## src/rtl/dual_issue_dispatch_ctrl.sv

```systemverilog
`default_nettype none
// ==== dual_issue_dispatch_ctrl : two-wide queue sequencer and in-order dispatcher | rev 1.0 ====
module dual_issue_dispatch_ctrl #(
  parameter int CNT_W  = 3,
  parameter int STAT_W = 16
) (
  input  logic              clk,
  input  logic              reset,
  input  logic [31:0]       inst_in1,
  input  logic [31:0]       inst_in2,
  input  logic              valid_in1,
  input  logic              valid_in2,
  input  logic              queue_empty,
  input  logic [CNT_W-1:0]  alu_rs_free,
  input  logic [CNT_W-1:0]  mul_rs_free,
  input  logic [CNT_W-1:0]  lsu_rs_free,
  input  logic [CNT_W-1:0]  rob_free,
  output logic              queue_advance,
  output logic              disp_valid1,
  output logic [31:0]       disp_inst1,
  output logic [1:0]        disp_unit1,
  output logic              disp_valid2,
  output logic [31:0]       disp_inst2,
  output logic [1:0]        disp_unit2,
  output logic              dispatch_done,
  output logic              illegal_seen,
  output logic [STAT_W-1:0] dispatched_count,
  output logic [STAT_W-1:0] nop_count,
  output logic [STAT_W-1:0] stall_cycles
);

  typedef enum logic [2:0] {S_IDLE, S_FETCH, S_CAPTURE, S_ISSUE, S_DONE} state_e;
  typedef enum logic [2:0] {K_NOP, K_ALU, K_MUL, K_LSU, K_ILL} kind_e;

  function automatic kind_e decode(input logic [31:0] inst);
    kind_e k;
    k = K_ILL;
    if (inst == 32'h0000_0013) begin
      k = K_NOP;
    end else begin
      case (inst[6:0])
        7'b0110011:             k = (inst[31:25] == 7'b0000001) ? K_MUL : K_ALU;
        7'b0010011:             k = K_ALU;
        7'b0000011, 7'b0100011: k = K_LSU;
        default:                k = K_ILL;
      endcase
    end
    return k;
  endfunction

  function automatic logic [1:0] unit_of(input kind_e k);
    logic [1:0] u;
    case (k)
      K_MUL:   u = 2'd1;
      K_LSU:   u = 2'd2;
      default: u = 2'd0;
    endcase
    return u;
  endfunction

  function automatic logic [STAT_W-1:0] sat_add(input logic [STAT_W-1:0] a, input logic [1:0] inc);
    logic [STAT_W:0] s;
    s = {1'b0, a} + {{(STAT_W-1){1'b0}}, inc};
    return s[STAT_W] ? '1 : s[STAT_W-1:0];
  endfunction

  state_e             state_q;
  logic [31:0]        entry0_q, entry1_q;
  logic               v0_q, v1_q;
  logic               illegal_q;
  logic [STAT_W-1:0]  dispatched_q, nop_q, stall_q;
  logic [STAT_W-1:0]  dispatched_d, nop_d, stall_d;

  kind_e              kind0, kind1;
  logic [CNT_W-1:0]   free0, free1;
  logic [CNT_W:0]     rob_need, unit_need;
  logic               issuing, sq0, dp0, go0, sq1, dp1, go1;

  always_comb begin
    kind0 = decode(entry0_q);
    kind1 = decode(entry1_q);
    case (kind0)
      K_MUL:   free0 = mul_rs_free;
      K_LSU:   free0 = lsu_rs_free;
      default: free0 = alu_rs_free;
    endcase
    case (kind1)
      K_MUL:   free1 = mul_rs_free;
      K_LSU:   free1 = lsu_rs_free;
      default: free1 = alu_rs_free;
    endcase
    issuing = (state_q == S_ISSUE);
    sq0 = issuing && v0_q && (kind0 == K_NOP || kind0 == K_ILL);
    dp0 = issuing && v0_q && !sq0 && (free0 != '0) && (rob_free != '0);
    go0 = sq0 || dp0;
    // The younger entry competes for whatever the head already consumed this cycle.
    rob_need  = dp0 ? (CNT_W+1)'(2) : (CNT_W+1)'(1);
    unit_need = (dp0 && kind0 == kind1) ? (CNT_W+1)'(2) : (CNT_W+1)'(1);
    sq1 = go0 && v1_q && (kind1 == K_NOP || kind1 == K_ILL);
    dp1 = go0 && v1_q && !sq1 && ({1'b0, rob_free} >= rob_need) && ({1'b0, free1} >= unit_need);
    go1 = sq1 || dp1;

    dispatched_d = sat_add(dispatched_q, {1'b0, dp0} + {1'b0, dp1});
    nop_d        = sat_add(nop_q, {1'b0, sq0} + {1'b0, sq1});
    stall_d      = sat_add(stall_q, {1'b0, issuing && v0_q && !go0});
  end

  assign queue_advance    = (state_q == S_FETCH);
  assign dispatch_done    = (state_q == S_DONE);
  assign illegal_seen     = illegal_q;
  assign dispatched_count = dispatched_q;
  assign nop_count        = nop_q;
  assign stall_cycles     = stall_q;

  // A squashed head hands port 1 to the younger entry.
  assign disp_valid1 = dp0 || dp1;
  assign disp_inst1  = dp0 ? entry0_q : (dp1 ? entry1_q : 32'd0);
  assign disp_unit1  = dp0 ? unit_of(kind0) : (dp1 ? unit_of(kind1) : 2'd0);
  assign disp_valid2 = dp0 && dp1;
  assign disp_inst2  = (dp0 && dp1) ? entry1_q : 32'd0;
  assign disp_unit2  = (dp0 && dp1) ? unit_of(kind1) : 2'd0;

  always_ff @(posedge clk or posedge reset) begin
    if (reset) begin
      state_q      <= S_IDLE;
      entry0_q     <= '0;
      entry1_q     <= '0;
      v0_q         <= 1'b0;
      v1_q         <= 1'b0;
      illegal_q    <= 1'b0;
      dispatched_q <= '0;
      nop_q        <= '0;
      stall_q      <= '0;
    end else begin
      dispatched_q <= dispatched_d;
      nop_q        <= nop_d;
      stall_q      <= stall_d;
      case (state_q)
        S_IDLE:  state_q <= S_FETCH;
        S_FETCH: state_q <= S_CAPTURE;
        S_CAPTURE: begin
          if (!valid_in1 && queue_empty) begin
            state_q <= S_DONE;
          end else begin
            // A lone valid slot 2 is compacted into the head so the buffer never has a hole.
            if (valid_in1) begin
              entry0_q <= inst_in1;
              v0_q     <= 1'b1;
              entry1_q <= inst_in2;
              v1_q     <= valid_in2;
            end else begin
              entry0_q <= inst_in2;
              v0_q     <= valid_in2;
              entry1_q <= '0;
              v1_q     <= 1'b0;
            end
            if ((valid_in1 && decode(inst_in1) == K_ILL) || (valid_in2 && decode(inst_in2) == K_ILL))
              illegal_q <= 1'b1;
            state_q <= S_ISSUE;
          end
        end
        S_ISSUE: begin
          if (!v0_q) begin
            state_q <= S_FETCH;
          end else if (go0) begin
            if (go1 || !v1_q) begin
              v0_q    <= 1'b0;
              v1_q    <= 1'b0;
              state_q <= S_FETCH;
            end else begin
              entry0_q <= entry1_q;
              v0_q     <= v1_q;
              v1_q     <= 1'b0;
            end
          end
        end
        S_DONE:  state_q <= S_DONE;
        default: state_q <= S_IDLE;
      endcase
    end
  end

endmodule
`default_nettype wire

```

## config.mk

```make
export PLATFORM = sky130hd
export DESIGN_NAME = dual_issue_dispatch_ctrl
export DESIGN_NICKNAME = d
export VERILOG_FILES = /design/src/rtl/dual_issue_dispatch_ctrl.sv
export SDC_FILE = /design/constraint.sdc
export NUM_CORES = 1
export LEC_CHECK = 0
export BUFFER_PORTS_ARGS = -buffer_cell sky130_fd_sc_hd__buf_2
export CAP_MARGIN = 30
export CORE_MARGIN = 2
export CORE_UTILIZATION = 55
export DETAILED_ROUTE_END_ITERATION = 8
export PLACE_DENSITY = 0.88
export SLEW_MARGIN = 20
export SYNTH_ARGS = -nofsm -noshare
export SYNTH_HDL_FRONTEND = slang
export SYNTH_SLANG_ARGS = --single-unit
```

## constraint.sdc

```tcl
create_clock -name clk -period 10.3 [get_ports clk]
set_input_delay 2.06 -clock clk [delete_from_list [all_inputs] [get_ports clk]]
set_output_delay 2.06 -clock clk [all_outputs]
set_load 0.03 [all_outputs]
```

==> flow_results.xml, run 1 <==
<?xml version="1.0" encoding="UTF-8"?>
<metrics>
  <group name="outcome">
    <metric name="outcome" unit="">finished clean</metric>
  </group>
  <group name="timing">
    <metric name="report.final.setup_viol" unit="">0</metric>
    <metric name="final.setup.tns" unit="ps">0</metric>
    <metric name="worst-slew-pin-transition" unit="ps">823</metric>
    <metric name="finalWorstPathRequiredPeriod" unit="ps">7760</metric>
    <metric name="hold_violations" unit="">0</metric>
    <metric name="timing_max_transition_violations_final" unit="">0</metric>
    <metric name="timing.max_slew.rel_slack" unit="">0.450</metric>
    <metric name="min_period_over_period" unit="">0.754</metric>
    <metric name="rsz0062_at_grt" unit="">no</metric>
    <metric name="finalClockSkew" unit="ps">9.25</metric>
    <metric name="fmax" unit="MHz">129</metric>
  </group>
  <group name="clock_tree">
    <metric name="clock_tree.htree_level_count" unit="">4</metric>
    <metric name="hold_bufs_at_cts" unit="">0</metric>
    <metric name="cts_root_buffer" unit="">clkbuf_16</metric>
    <metric name="cts_resized" unit="">0</metric>
    <metric name="tritoncts" unit="">done</metric>
    <metric name="post-cts-setup-buffers" unit="">0</metric>
    <metric name="cts_made_buffers" unit="">17</metric>
    <metric name="clock_tree.buffer_depth" unit="">2</metric>
    <metric name="clkLatencyLatePin" unit="ps">410</metric>
    <metric name="clkSinkCount" unit="">118</metric>
    <metric name="cts.reportedPaths.clkPinSlew" unit="ps">50</metric>
  </group>
  <group name="power">
    <metric name="design_power_total" unit="mW">1.85</metric>
    <metric name="max-vdd-ir-drop" unit="uV">142</metric>
    <metric name="switching_share_of_power" unit="">0.352</metric>
    <metric name="cellInternalPower" unit="mW">1.20</metric>
    <metric name="clock_network_fraction_of_total_power" unit="">0.308</metric>
    <metric name="leakagePower" unit="nW">4.27</metric>
    <metric name="share_of_total_power_in_sequential_cells" unit="">0.418</metric>
    <metric name="comb_power_share" unit="">0.274</metric>
    <metric name="powerDensity" unit="mW/mm^2">218</metric>
    <metric name="p_sw" unit="mW">0.652</metric>
  </group>
  <group name="yosys">
    <metric name="synthCells" unit="">750</metric>
    <metric name="synth_seq_cells" unit="">118</metric>
    <metric name="post_synth_instance_area" unit="mm^2">0.00681</metric>
    <metric name="synth.area.top_cells" unit="">dfrtp_1 (43%), nand2_1 (7.7%), mux2i_1 (4.4%)</metric>
    <metric name="async_s_r_ff_share_synth" unit="">1.00</metric>
    <metric name="synthDistinctLibCells" unit="">59</metric>
    <metric name="ys_top_cells_by_count" unit="">nand2_1 (139), dfrtp_1 (118), nor2_1 (43), o21ai_0 (43), and3_1 (38)</metric>
    <metric name="yosysWarningCount" unit="">0</metric>
    <metric name="ys_seq_area_frac" unit="">0.433</metric>
    <metric name="post-synth-top-count-cell" unit="">nand2_1</metric>
    <metric name="synth_edf_count" unit="">0</metric>
    <metric name="post_synth.cell_area_avg" unit="um^2">9.08</metric>
    <metric name="synth_top_area_cell" unit="">dfrtp_1</metric>
    <metric name="dominantRegCellSynth" unit="">dfrtp_1</metric>
    <metric name="synth_top_area_share" unit="">0.433</metric>
  </group>
  <group name="final_layout">
    <metric name="flow.area_growth_from_synthesis" unit="%">24.6</metric>
    <metric name="layoutNonFillerInstCount" unit="">1106</metric>
    <metric name="antenna_cells" unit="">0</metric>
    <metric name="layout_net_count" unit="">1019</metric>
    <metric name="post_route_cells_drive_above_1_share" unit="">0.274</metric>
  </group>
  <group name="worst_hold_path">
    <metric name="hold_path_class" unit="">reg2reg</metric>
    <metric name="hold_depth" unit="">1</metric>
  </group>
  <group name="floorplanning">
    <metric name="core-area" unit="mm^2">0.0121</metric>
    <metric name="initial_core_util" unit="">0.565</metric>
    <metric name="boundaryPins" unit="">202</metric>
    <metric name="die_area" unit="mm^2">0.0133</metric>
    <metric name="fp.dieW" unit="um">115</metric>
    <metric name="core.rowCount" unit="">40</metric>
    <metric name="die_h" unit="um">115</metric>
  </group>
  <group name="grt">
    <metric name="global_route.overflow_total" unit="">0</metric>
    <metric name="groute.layer.met3.usage" unit="">0.0780</metric>
    <metric name="first_global_vias" unit="">6204</metric>
    <metric name="globalRouteTotalUtil" unit="">0.304</metric>
    <metric name="global_route_wire_length_before_repair" unit="um">31500</metric>
    <metric name="top_usage_layer" unit="">met2</metric>
    <metric name="grt_use_met1" unit="">0.407</metric>
    <metric name="groute.layer.met2.usage" unit="">0.486</metric>
    <metric name="antenna_violations_before_repair" unit="">0</metric>
    <metric name="grt_start_max_net_pins" unit="">72</metric>
  </group>
  <group name="flow_run">
    <metric name="maxCapViolCount" unit="">0</metric>
  </group>
  <group name="drt">
    <metric name="final_antenna_net_count" unit="">0</metric>
    <metric name="drc" unit="">0</metric>
    <metric name="wirelength" unit="um">20000</metric>
    <metric name="drt-wirelength-per-cell" unit="um">18.1</metric>
    <metric name="drt-pass1-iter-count" unit="">5</metric>
    <metric name="drt_iter0_drc" unit="">657</metric>
    <metric name="total_vias_in_the_final_route" unit="">6595</metric>
    <metric name="viasPerCell" unit="">5.96</metric>
  </group>
  <group name="placement">
    <metric name="gp_congestion" unit="">0.947</metric>
    <metric name="placed_cells_incl_taps" unit="">1075</metric>
    <metric name="detailed_place_hpwl" unit="um">13700</metric>
    <metric name="placement.io_buffers" unit="">195</metric>
  </group>
  <group name="critical_path">
    <metric name="cp-start-kind" unit="">primary input</metric>
    <metric name="critPathArrivalTime" unit="ps">5700</metric>
    <metric name="regToRegEndpoint" unit="">dispatched_count[4]</metric>
    <metric name="regToRegStartpoint" unit="">entry1_q[31]</metric>
    <metric name="timing.reg2reg.worst_path_depth" unit="">19</metric>
    <metric name="startpoint" unit="">rob_free[2]</metric>
    <metric name="reg2reg_slack" unit="ps">4440</metric>
    <metric name="path_class" unit="">in2out</metric>
    <metric name="path_max_fanout" unit="">39</metric>
    <metric name="worstSetupEndpoint" unit="">disp_inst1[7]</metric>
    <metric name="timing.critical_path.required" unit="ps">8240</metric>
    <metric name="endpoint_kind" unit="">output port</metric>
  </group>
</metrics>
[sequential cells by signal, summed over array words and instances (netlist names)]
name and cells:
dispatched_count 16, entry0_q 32, entry1_q 32, illegal_seen 1, nop_count 16, stall_cycles 16, state_q 3, v0_q 1
v1_q 1
[per-stage QoR]
step                      area (um^2)  setup slack, ps   util  hold WS [ps]
final                            8490             2540  0.704           469
after global routing             8490             2380  0.704           488
after CTS                        8450             2090  0.700           473
after detailed placement         7880             2090  0.653           458
after global placement           7880             2300  0.653           457
after floorplan                  6830             2490      -           473
[worst max-delay path, cell delays in order]
cell and delay, ps:
buf_2 90, nor3_1 60, or3_1 510, a211oi_4 230, buf_4 350, o2111ai_1 220, ha_1 310, nand2b_1 100
a221oi_1 70, a32o_1 350, a311oi_4 430, buf_6 260, nand2_1 70, o21ai_0 320, buf_2 270
[area by class of cell]
type                       instances  area (um^2)
tap                              168          210
inverter                          10         40.0
timing repair buffer             208         1100
multi-input combinational        573         3620
clock buffer                      25          495
fill                             943         3580
sequential                       118         2950
clock inverter                     4         70.1
[cells by family after synthesis]
logic type                 Yosys count  synth area share
other                                1          0.000550
muxes                               38            0.0573
adders and majority gates           10            0.0206
buffers and inverters               64            0.0421
and+or+nand+nor                    331             0.240
AOI/OAI and AO/OA                  158             0.167
xor gates and xnor gates            30            0.0386
DFF                                118             0.433
[power groups by stage]
stage,clock network [mW],registers (mW),logic [mW]
after CTS,0.577,0.770,0.505
after detailed placement,0,0.776,0.501
after floorplan,0,0.751,0.352
after global placement,0,0.771,0.486
final,0.571,0.775,0.507
after global routing,0.599,0.793,0.555
[how the worst min path moves through the flow]
stage	from	to	slack [ps]
2_1_floorplan	entry1_q[0]	entry1_q[0]	470
5_1_grt	illegal_seen	illegal_seen	490
3_5_place_dp	illegal_seen	illegal_seen	460
4_1_cts	illegal_seen	illegal_seen	470
6_report	illegal_seen	illegal_seen	470
3_3_place_gp	illegal_seen	illegal_seen	460
[cell usage in the layout (no fill, tap or decap), types with 4 or more instances in the layout]
master | netlist | layout
nor3_1 | 9 | 8
and3_1 | 38 | 38
ha_1 | 8 | 8
a31oi_1 | 8 | 8
nand2_1 | 139 | 139
o41ai_1 | 13 | 13
clkbuf_8 | 0 | 4
o21ai_0 | 43 | 43
inv_1 | 10 | 9
xnor2_1 | 17 | 17
or3_1 | 6 | 6
xor2_1 | 13 | 13
buf_2 | 7 | 195
nor2b_1 | 4 | 4
dfrtp_1 | 118 | 118
nand3_1 | 24 | 24
nor2_1 | 43 | 43
conb_1 | 1 | 6
o22ai_1 | 4 | 4
or2_2 | 5 | 5
buf_4 | 6 | 11
nand2b_1 | 10 | 10
clkbuf_16 | 0 | 17
mux2_2 | 8 | 8
clkbuf_1 | 36 | 4
nor4_1 | 11 | 11
nand4_1 | 10 | 10
mux2i_1 | 30 | 30
nand3b_1 | 14 | 14
a21oi_1 | 22 | 22
o311a_1 | 14 | 14
a22o_1 | 31 | 31
[routing by layer]
layer / part of all wire / routed length (um)
met1: 0.42 / 8480
met2: 0.48 / 9550
met3: 0.085 / 1700
met4: 0.015 / 306
met5: 0 / 0
No activity file was read; power rests on OpenSTA's default activity.
==> run 2, diff against run 1 <==
- CORE_UTILIZATION: 55 -> 53
- PLACE_DENSITY: 0.88 -> 0.86
- clock period: 10.3 -> 7.9 ns (I/O delays scaled with it)
==> run 2 against run 1 <==
Against the previous run: wire length increased by 0.70%; clock skew decreased by 1.8 ps; largest cell class unchanged; clock power increased by 43%; register-to-register slack got worse by 2700 ps; setup slack got worse by 1500 ps; die area increased by 3.6%.
==> flow_results.xml, run 2 (synthesized netlist as in run 1, its figures left out) <==
<?xml version="1.0" encoding="UTF-8"?>
<metrics>
  <group name="clock_tree">
    <metric name="clock_tree.buffer_depth" unit="">2</metric>
    <metric name="cts.reportedPaths.clkPinSlew" unit="ps">50</metric>
    <metric name="clkSinkCount" unit="">118</metric>
    <metric name="hold_bufs_at_cts" unit="">0</metric>
    <metric name="tritoncts" unit="">done</metric>
    <metric name="cts_root_buffer" unit="">clkbuf_16</metric>
    <metric name="clkLatencyLatePin" unit="ps">410</metric>
    <metric name="clock_tree.htree_level_count" unit="">4</metric>
    <metric name="cts_made_buffers" unit="">17</metric>
    <metric name="post-cts-setup-buffers" unit="">0</metric>
    <metric name="cts_resized" unit="">0</metric>
  </group>
  <group name="grt">
    <metric name="globalRouteTotalUtil" unit="">0.289</metric>
    <metric name="global_route_wire_length_before_repair" unit="um">31800</metric>
    <metric name="antenna_violations_before_repair" unit="">1</metric>
    <metric name="global_route.overflow_total" unit="">0</metric>
    <metric name="first_global_vias" unit="">6227</metric>
    <metric name="grt_start_max_net_pins" unit="">72</metric>
  </group>
  <group name="outcome">
    <metric name="outcome" unit="">finished clean</metric>
  </group>
  <group name="power">
    <metric name="p_sw" unit="mW">0.871</metric>
    <metric name="leakagePower" unit="nW">4.32</metric>
    <metric name="max-vdd-ir-drop" unit="uV">161</metric>
    <metric name="share_of_total_power_in_sequential_cells" unit="">0.405</metric>
    <metric name="switching_share_of_power" unit="">0.349</metric>
    <metric name="clock_network_fraction_of_total_power" unit="">0.328</metric>
    <metric name="design_power_total" unit="mW">2.50</metric>
    <metric name="comb_power_share" unit="">0.267</metric>
    <metric name="powerDensity" unit="mW/mm^2">290</metric>
    <metric name="cellInternalPower" unit="mW">1.63</metric>
  </group>
  <group name="critical_path">
    <metric name="regToRegEndpoint" unit="">dispatched_count[4]</metric>
    <metric name="reg2reg_slack" unit="ps">1760</metric>
    <metric name="startpoint" unit="">mul_rs_free[0]</metric>
    <metric name="timing.critical_path.required" unit="ps">6320</metric>
    <metric name="timing.reg2reg.worst_path_depth" unit="">19</metric>
    <metric name="cp-start-kind" unit="">primary input</metric>
    <metric name="endpoint_kind" unit="">output port</metric>
    <metric name="worstSetupEndpoint" unit="">disp_inst1[20]</metric>
    <metric name="regToRegStartpoint" unit="">entry1_q[31]</metric>
    <metric name="critPathArrivalTime" unit="ps">5310</metric>
    <metric name="path_max_fanout" unit="">31</metric>
    <metric name="path_class" unit="">in2out</metric>
  </group>
  <group name="final_layout">
    <metric name="flow.area_growth_from_synthesis" unit="%">26.2</metric>
    <metric name="layout_common_cells" unit="">buf_2 (195), nand2_1 (139), dfrtp_1 (118)</metric>
    <metric name="seq_area" unit="mm^2">0.00295</metric>
    <metric name="count_of_fill_cells_added_during_filler_insertion" unit="">1017</metric>
    <metric name="multiInputGateArea" unit="mm^2">0.00362</metric>
    <metric name="finalInstanceArea" unit="mm^2">0.00860</metric>
    <metric name="post_route_cells_drive_above_1_share" unit="">0.281</metric>
    <metric name="largest_registers" unit="">entry0_q (32), entry1_q (32)</metric>
    <metric name="layout_net_count" unit="">1022</metric>
    <metric name="layout.cells.most_common" unit="">buf_2</metric>
  </group>
  <group name="worst_hold_path">
    <metric name="hold_path_class" unit="">reg2reg</metric>
  </group>
  <group name="timing">
    <metric name="fmax" unit="MHz">145</metric>
    <metric name="final.setup.tns" unit="ps">0</metric>
    <metric name="timing.max_slew.rel_slack" unit="">0.482</metric>
    <metric name="worst-slew-pin-transition" unit="ps">775</metric>
    <metric name="rsz0062_at_grt" unit="">no</metric>
    <metric name="min_period_over_period" unit="">0.872</metric>
    <metric name="final_critical_path_setup_slack" unit="ps">1010</metric>
    <metric name="hold_violations" unit="">0</metric>
    <metric name="finalWorstPathRequiredPeriod" unit="ps">6890</metric>
    <metric name="finalClockSkew" unit="ps">7.42</metric>
    <metric name="whs" unit="ps">473</metric>
    <metric name="report.final.setup_viol" unit="">0</metric>
    <metric name="timing_max_transition_violations_final" unit="">0</metric>
  </group>
  <group name="drt">
    <metric name="drt-wirelength-per-cell" unit="um">18.1</metric>
    <metric name="wirelength" unit="um">20200</metric>
    <metric name="drt_iter0_drc" unit="">649</metric>
    <metric name="total_vias_in_the_final_route" unit="">6716</metric>
    <metric name="drt-pass1-iter-count" unit="">6</metric>
    <metric name="viasPerCell" unit="">6.01</metric>
    <metric name="final_antenna_net_count" unit="">0</metric>
    <metric name="drc" unit="">0</metric>
  </group>
  <group name="placement">
    <metric name="gp_congestion" unit="">0.912</metric>
    <metric name="placement.io_buffers" unit="">195</metric>
    <metric name="place_ws" unit="ps">1080</metric>
    <metric name="detailed_place.area" unit="mm^2">0.00794</metric>
    <metric name="detailed_place_hpwl" unit="um">14000</metric>
  </group>
  <group name="floorplanning">
    <metric name="boundaryPins" unit="">202</metric>
    <metric name="initial_core_util" unit="">0.542</metric>
    <metric name="core.rowCount" unit="">41</metric>
    <metric name="die_area" unit="mm^2">0.0138</metric>
    <metric name="core-area" unit="mm^2">0.0126</metric>
    <metric name="die_h" unit="um">117</metric>
    <metric name="fp.dieW" unit="um">117</metric>
  </group>
  <group name="flow_run">
    <metric name="maxCapViolCount" unit="">0</metric>
  </group>
</metrics>
-- run 2: critical path, stage by stage --
cell	delay (ps)
buf_2	110
o31ai_1	330
nor3_1	80
o21bai_1	480
a211oi_4	130
buf_4	210
o2111ai_1	140
ha_1	170
nand2b_1	90
a221oi_1	70
a32o_1	340
a311oi_4	660
buf_4	430
nand2_1	90
o21ai_0	170
buf_2	230
-- run 2: power by group through the flow --
stage	registers [mW]	logic, mW	clock network (mW)
6_report	1.01	0.666	0.819
5_1_grt	1.04	0.722	0.855
4_1_cts	1.00	0.662	0.826
3_5_place_dp	1.01	0.655	0
3_3_place_gp	1.01	0.633	0
2_1_floorplan	0.979	0.459	0
-- run 2: through the flow --
stage,cells,util
after floorplan,755,-
after global placement,1082,0.629
final,1117,0.684
after CTS,1115,0.682
after global routing,1117,0.684
after detailed placement,1083,0.631
-- run 2: final cells by class --
cell class | count | share of cell area
multi-input cells | 573 | 0.421
well taps | 172 | 0.0250
clock inverters | 7 | 0.0132
diodes | 1 | 0.000291
flip-flops and latches | 118 | 0.344
inverters | 10 | 0.00466
clock buffers | 25 | 0.0600
repair buffers | 211 | 0.132
-- run 2: per-layer routing --
layer / routed length [um] / vias to the layer above / global-route usage
li1: - / 3064 / -
met4: 573 / 0 / 0.116
met2: 9360 / 349 / 0.452
met1: 8480 / 3253 / 0.385
met5: 0 / - / 0
met3: 1770 / 50 / 0.0754
-- run 2: worst min path at each step --
stage,startpoint,to,cells past startpoint
5_1_grt,illegal_seen,illegal_seen,1
3_3_place_gp,illegal_seen,illegal_seen,1
4_1_cts,illegal_seen,illegal_seen,1
3_5_place_dp,illegal_seen,illegal_seen,1
2_1_floorplan,entry1_q[0],entry1_q[0],1
6_report,illegal_seen,illegal_seen,1
==> run 3, diff against run 2 <==
- MAX_ROUTING_LAYER: not set -> met4
==> run 3 against run 2 <==
Against the previous run: combinational power barely moved; first-iteration DRC count fell by 11%; count of clock-buffer cells in the layout did not move; total power barely moved; hold slack barely moved; die area did not move; sequential share of layout area did not move; cell area did not move; clock skew barely moved; register-to-register slack improved by 40 ps; non-clock buffer count did not move; largest power group unchanged; highest routed layer unchanged.
==> flow_results.xml, run 3 (synthesized netlist as in run 1, its figures left out) <==
<?xml version="1.0" encoding="UTF-8"?>
<metrics>
  <group name="outcome">
    <metric name="outcome" unit="">finished clean</metric>
  </group>
  <group name="timing">
    <metric name="min_period_over_period" unit="">0.870</metric>
    <metric name="fmax" unit="MHz">145</metric>
    <metric name="final_critical_path_setup_slack" unit="ps">1020</metric>
    <metric name="timing.max_slew.rel_slack" unit="">0.473</metric>
    <metric name="timing_max_transition_violations_final" unit="">0</metric>
    <metric name="report.final.setup_viol" unit="">0</metric>
    <metric name="finalWorstPathRequiredPeriod" unit="ps">6880</metric>
    <metric name="finalClockSkew" unit="ps">7.30</metric>
    <metric name="hold_violations" unit="">0</metric>
    <metric name="worst-slew-pin-transition" unit="ps">789</metric>
    <metric name="final.setup.tns" unit="ps">0</metric>
    <metric name="rsz0062_at_grt" unit="">no</metric>
  </group>
  <group name="clock_tree">
    <metric name="tritoncts" unit="">done</metric>
    <metric name="clkLatencyLatePin" unit="ps">410</metric>
    <metric name="post-cts-setup-buffers" unit="">0</metric>
    <metric name="hold_bufs_at_cts" unit="">0</metric>
    <metric name="clock_tree.htree_level_count" unit="">4</metric>
    <metric name="cts_resized" unit="">0</metric>
    <metric name="clock_tree.buffer_depth" unit="">2</metric>
    <metric name="cts_root_buffer" unit="">clkbuf_16</metric>
    <metric name="clkSinkCount" unit="">118</metric>
    <metric name="cts_made_buffers" unit="">17</metric>
    <metric name="cts.reportedPaths.clkPinSlew" unit="ps">50</metric>
  </group>
  <group name="floorplanning">
    <metric name="die_h" unit="um">117</metric>
    <metric name="core-area" unit="mm^2">0.0126</metric>
    <metric name="initial_core_util" unit="">0.542</metric>
    <metric name="core.rowCount" unit="">41</metric>
    <metric name="boundaryPins" unit="">202</metric>
    <metric name="fp.dieW" unit="um">117</metric>
    <metric name="die_area" unit="mm^2">0.0138</metric>
  </group>
  <group name="grt">
    <metric name="global_route.overflow_total" unit="">0</metric>
    <metric name="antenna_violations_before_repair" unit="">1</metric>
    <metric name="globalRouteTotalUtil" unit="">0.298</metric>
    <metric name="global_route_wire_length_before_repair" unit="um">31800</metric>
    <metric name="grt_start_max_net_pins" unit="">72</metric>
    <metric name="first_global_vias" unit="">6227</metric>
  </group>
  <group name="final_layout">
    <metric name="count_of_fill_cells_added_during_filler_insertion" unit="">1017</metric>
    <metric name="layout_common_cells" unit="">buf_2 (195), nand2_1 (139), dfrtp_1 (118)</metric>
    <metric name="flow.area_growth_from_synthesis" unit="%">26.2</metric>
    <metric name="layout.cells.most_common" unit="">buf_2</metric>
    <metric name="largest_registers" unit="">entry0_q (32), entry1_q (32)</metric>
    <metric name="layout_net_count" unit="">1022</metric>
    <metric name="post_route_cells_drive_above_1_share" unit="">0.281</metric>
  </group>
  <group name="placement">
    <metric name="placement.io_buffers" unit="">195</metric>
    <metric name="detailed_place_hpwl" unit="um">14000</metric>
    <metric name="place_ws" unit="ps">1080</metric>
    <metric name="gp_congestion" unit="">0.927</metric>
  </group>
  <group name="critical_path">
    <metric name="critPathArrivalTime" unit="ps">5300</metric>
    <metric name="cp_max_stage_cell" unit="">a311oi_4</metric>
    <metric name="cp-start-kind" unit="">primary input</metric>
    <metric name="timing.critical_path.cells" unit="">buf_2 &gt; o31ai_1 &gt; nor3_1 &gt; o21bai_1 &gt; a211oi_4 &gt; buf_4 &gt; o2111ai_1 &gt; ha_1 &gt; nand2b_1 &gt; a221oi_1 &gt; a32o_1 &gt; a311oi_4 &gt; buf_4 &gt; nand2_1 &gt; o21ai_0 &gt; buf_2</metric>
    <metric name="endpoint_kind" unit="">output port</metric>
    <metric name="timing.critical_path.slowest_cell_delay" unit="ps">660</metric>
    <metric name="path_class" unit="">in2out</metric>
    <metric name="path_max_fanout" unit="">31</metric>
    <metric name="timing.critical_path.required" unit="ps">6320</metric>
    <metric name="kind_of_cell_with_the_highest_combined_delay_on_the_critical_path" unit="">compound AO/OA/AOI/OAI gates</metric>
    <metric name="critical_path.n_buffers_inverters" unit="">4</metric>
  </group>
  <group name="drt">
    <metric name="drt-wirelength-per-cell" unit="um">18.0</metric>
    <metric name="drc" unit="">0</metric>
    <metric name="total_vias_in_the_final_route" unit="">6702</metric>
    <metric name="drt-pass1-iter-count" unit="">5</metric>
    <metric name="drt_iter0_drc" unit="">576</metric>
    <metric name="viasPerCell" unit="">6.00</metric>
    <metric name="final_antenna_net_count" unit="">0</metric>
    <metric name="wirelength" unit="um">20100</metric>
  </group>
  <group name="power">
    <metric name="powerDensity" unit="mW/mm^2">290</metric>
    <metric name="design_power_total" unit="mW">2.50</metric>
    <metric name="max-vdd-ir-drop" unit="uV">161</metric>
    <metric name="leakagePower" unit="nW">4.32</metric>
  </group>
  <group name="worst_hold_path">
    <metric name="hold_path_class" unit="">reg2reg</metric>
  </group>
  <group name="flow_run">
    <metric name="maxCapViolCount" unit="">0</metric>
  </group>
</metrics>
==> run 3: cell counts in the layout (fill, tap and decap cells not counted) <==
No cell type changed its count.
==> run 3: final timing paths <==
path                       slack (ps)           start  cells past startpoint             endpoint
max                              1020  mul_rs_free[0]                     16       disp_inst1[14]
min                               470    illegal_seen                      1         illegal_seen
max reg2reg                      1800    entry1_q[31]                     19  dispatched_count[4]
min reg2reg                       470    illegal_seen                      1         illegal_seen
max in group asynchronous        5610           reset                      4         illegal_seen
min in group asynchronous        1080           reset                      2      stall_cycles[7]
==> run 3: stage by stage <==
| step | hold WS [ps] | utilization | cell area (um^2) | instances |
|---|---|---|---|---|
| 2_1_floorplan | 473 | - | 6830 | 755 |
| 3_3_place_gp | 464 | 0.629 | 7910 | 1082 |
| 3_5_place_dp | 468 | 0.631 | 7940 | 1083 |
| 4_1_cts | 480 | 0.682 | 8570 | 1115 |
| 5_1_grt | 488 | 0.684 | 8600 | 1117 |
| 6_report | 474 | 0.684 | 8600 | 1117 |
==> run 3: area by class of cell <==
type,instances,area (um^2),share of cell area
Clock buffer,25,515,0.0600
Timing Repair Buffer,211,1140,0.132
Multi-Input combinational cell,573,3620,0.421
Sequential cell,118,2950,0.344
Antenna cell,1,2.50,0.000291
Clock inverter,7,114,0.0132
Inverter,10,40.0,0.00466
Tap cell,172,215,0.0250
==> run 3: power breakdown <==
| part | internal [mW] | leakage [nW] | switching, mW |
|---|---|---|---|
| logic | 0.289 | 2.53 | 0.376 |
| registers | 0.791 | 1.49 | 0.220 |
| clock network | 0.546 | 0.314 | 0.274 |
| total | 1.63 | 4.32 | 0.870 |
==> run 3: layer usage <==
metal | wire (um) | share of wire | track usage | up-vias
li1 | - | - | - | 3064
met1 | 8440 | 0.42 | 0.388 | 3231
met2 | 9360 | 0.47 | 0.455 | 356
met3 | 1760 | 0.088 | 0.0725 | 51
met4 | 567 | 0.028 | 0.110 | 0
met5 | 0 | 0 | - | -
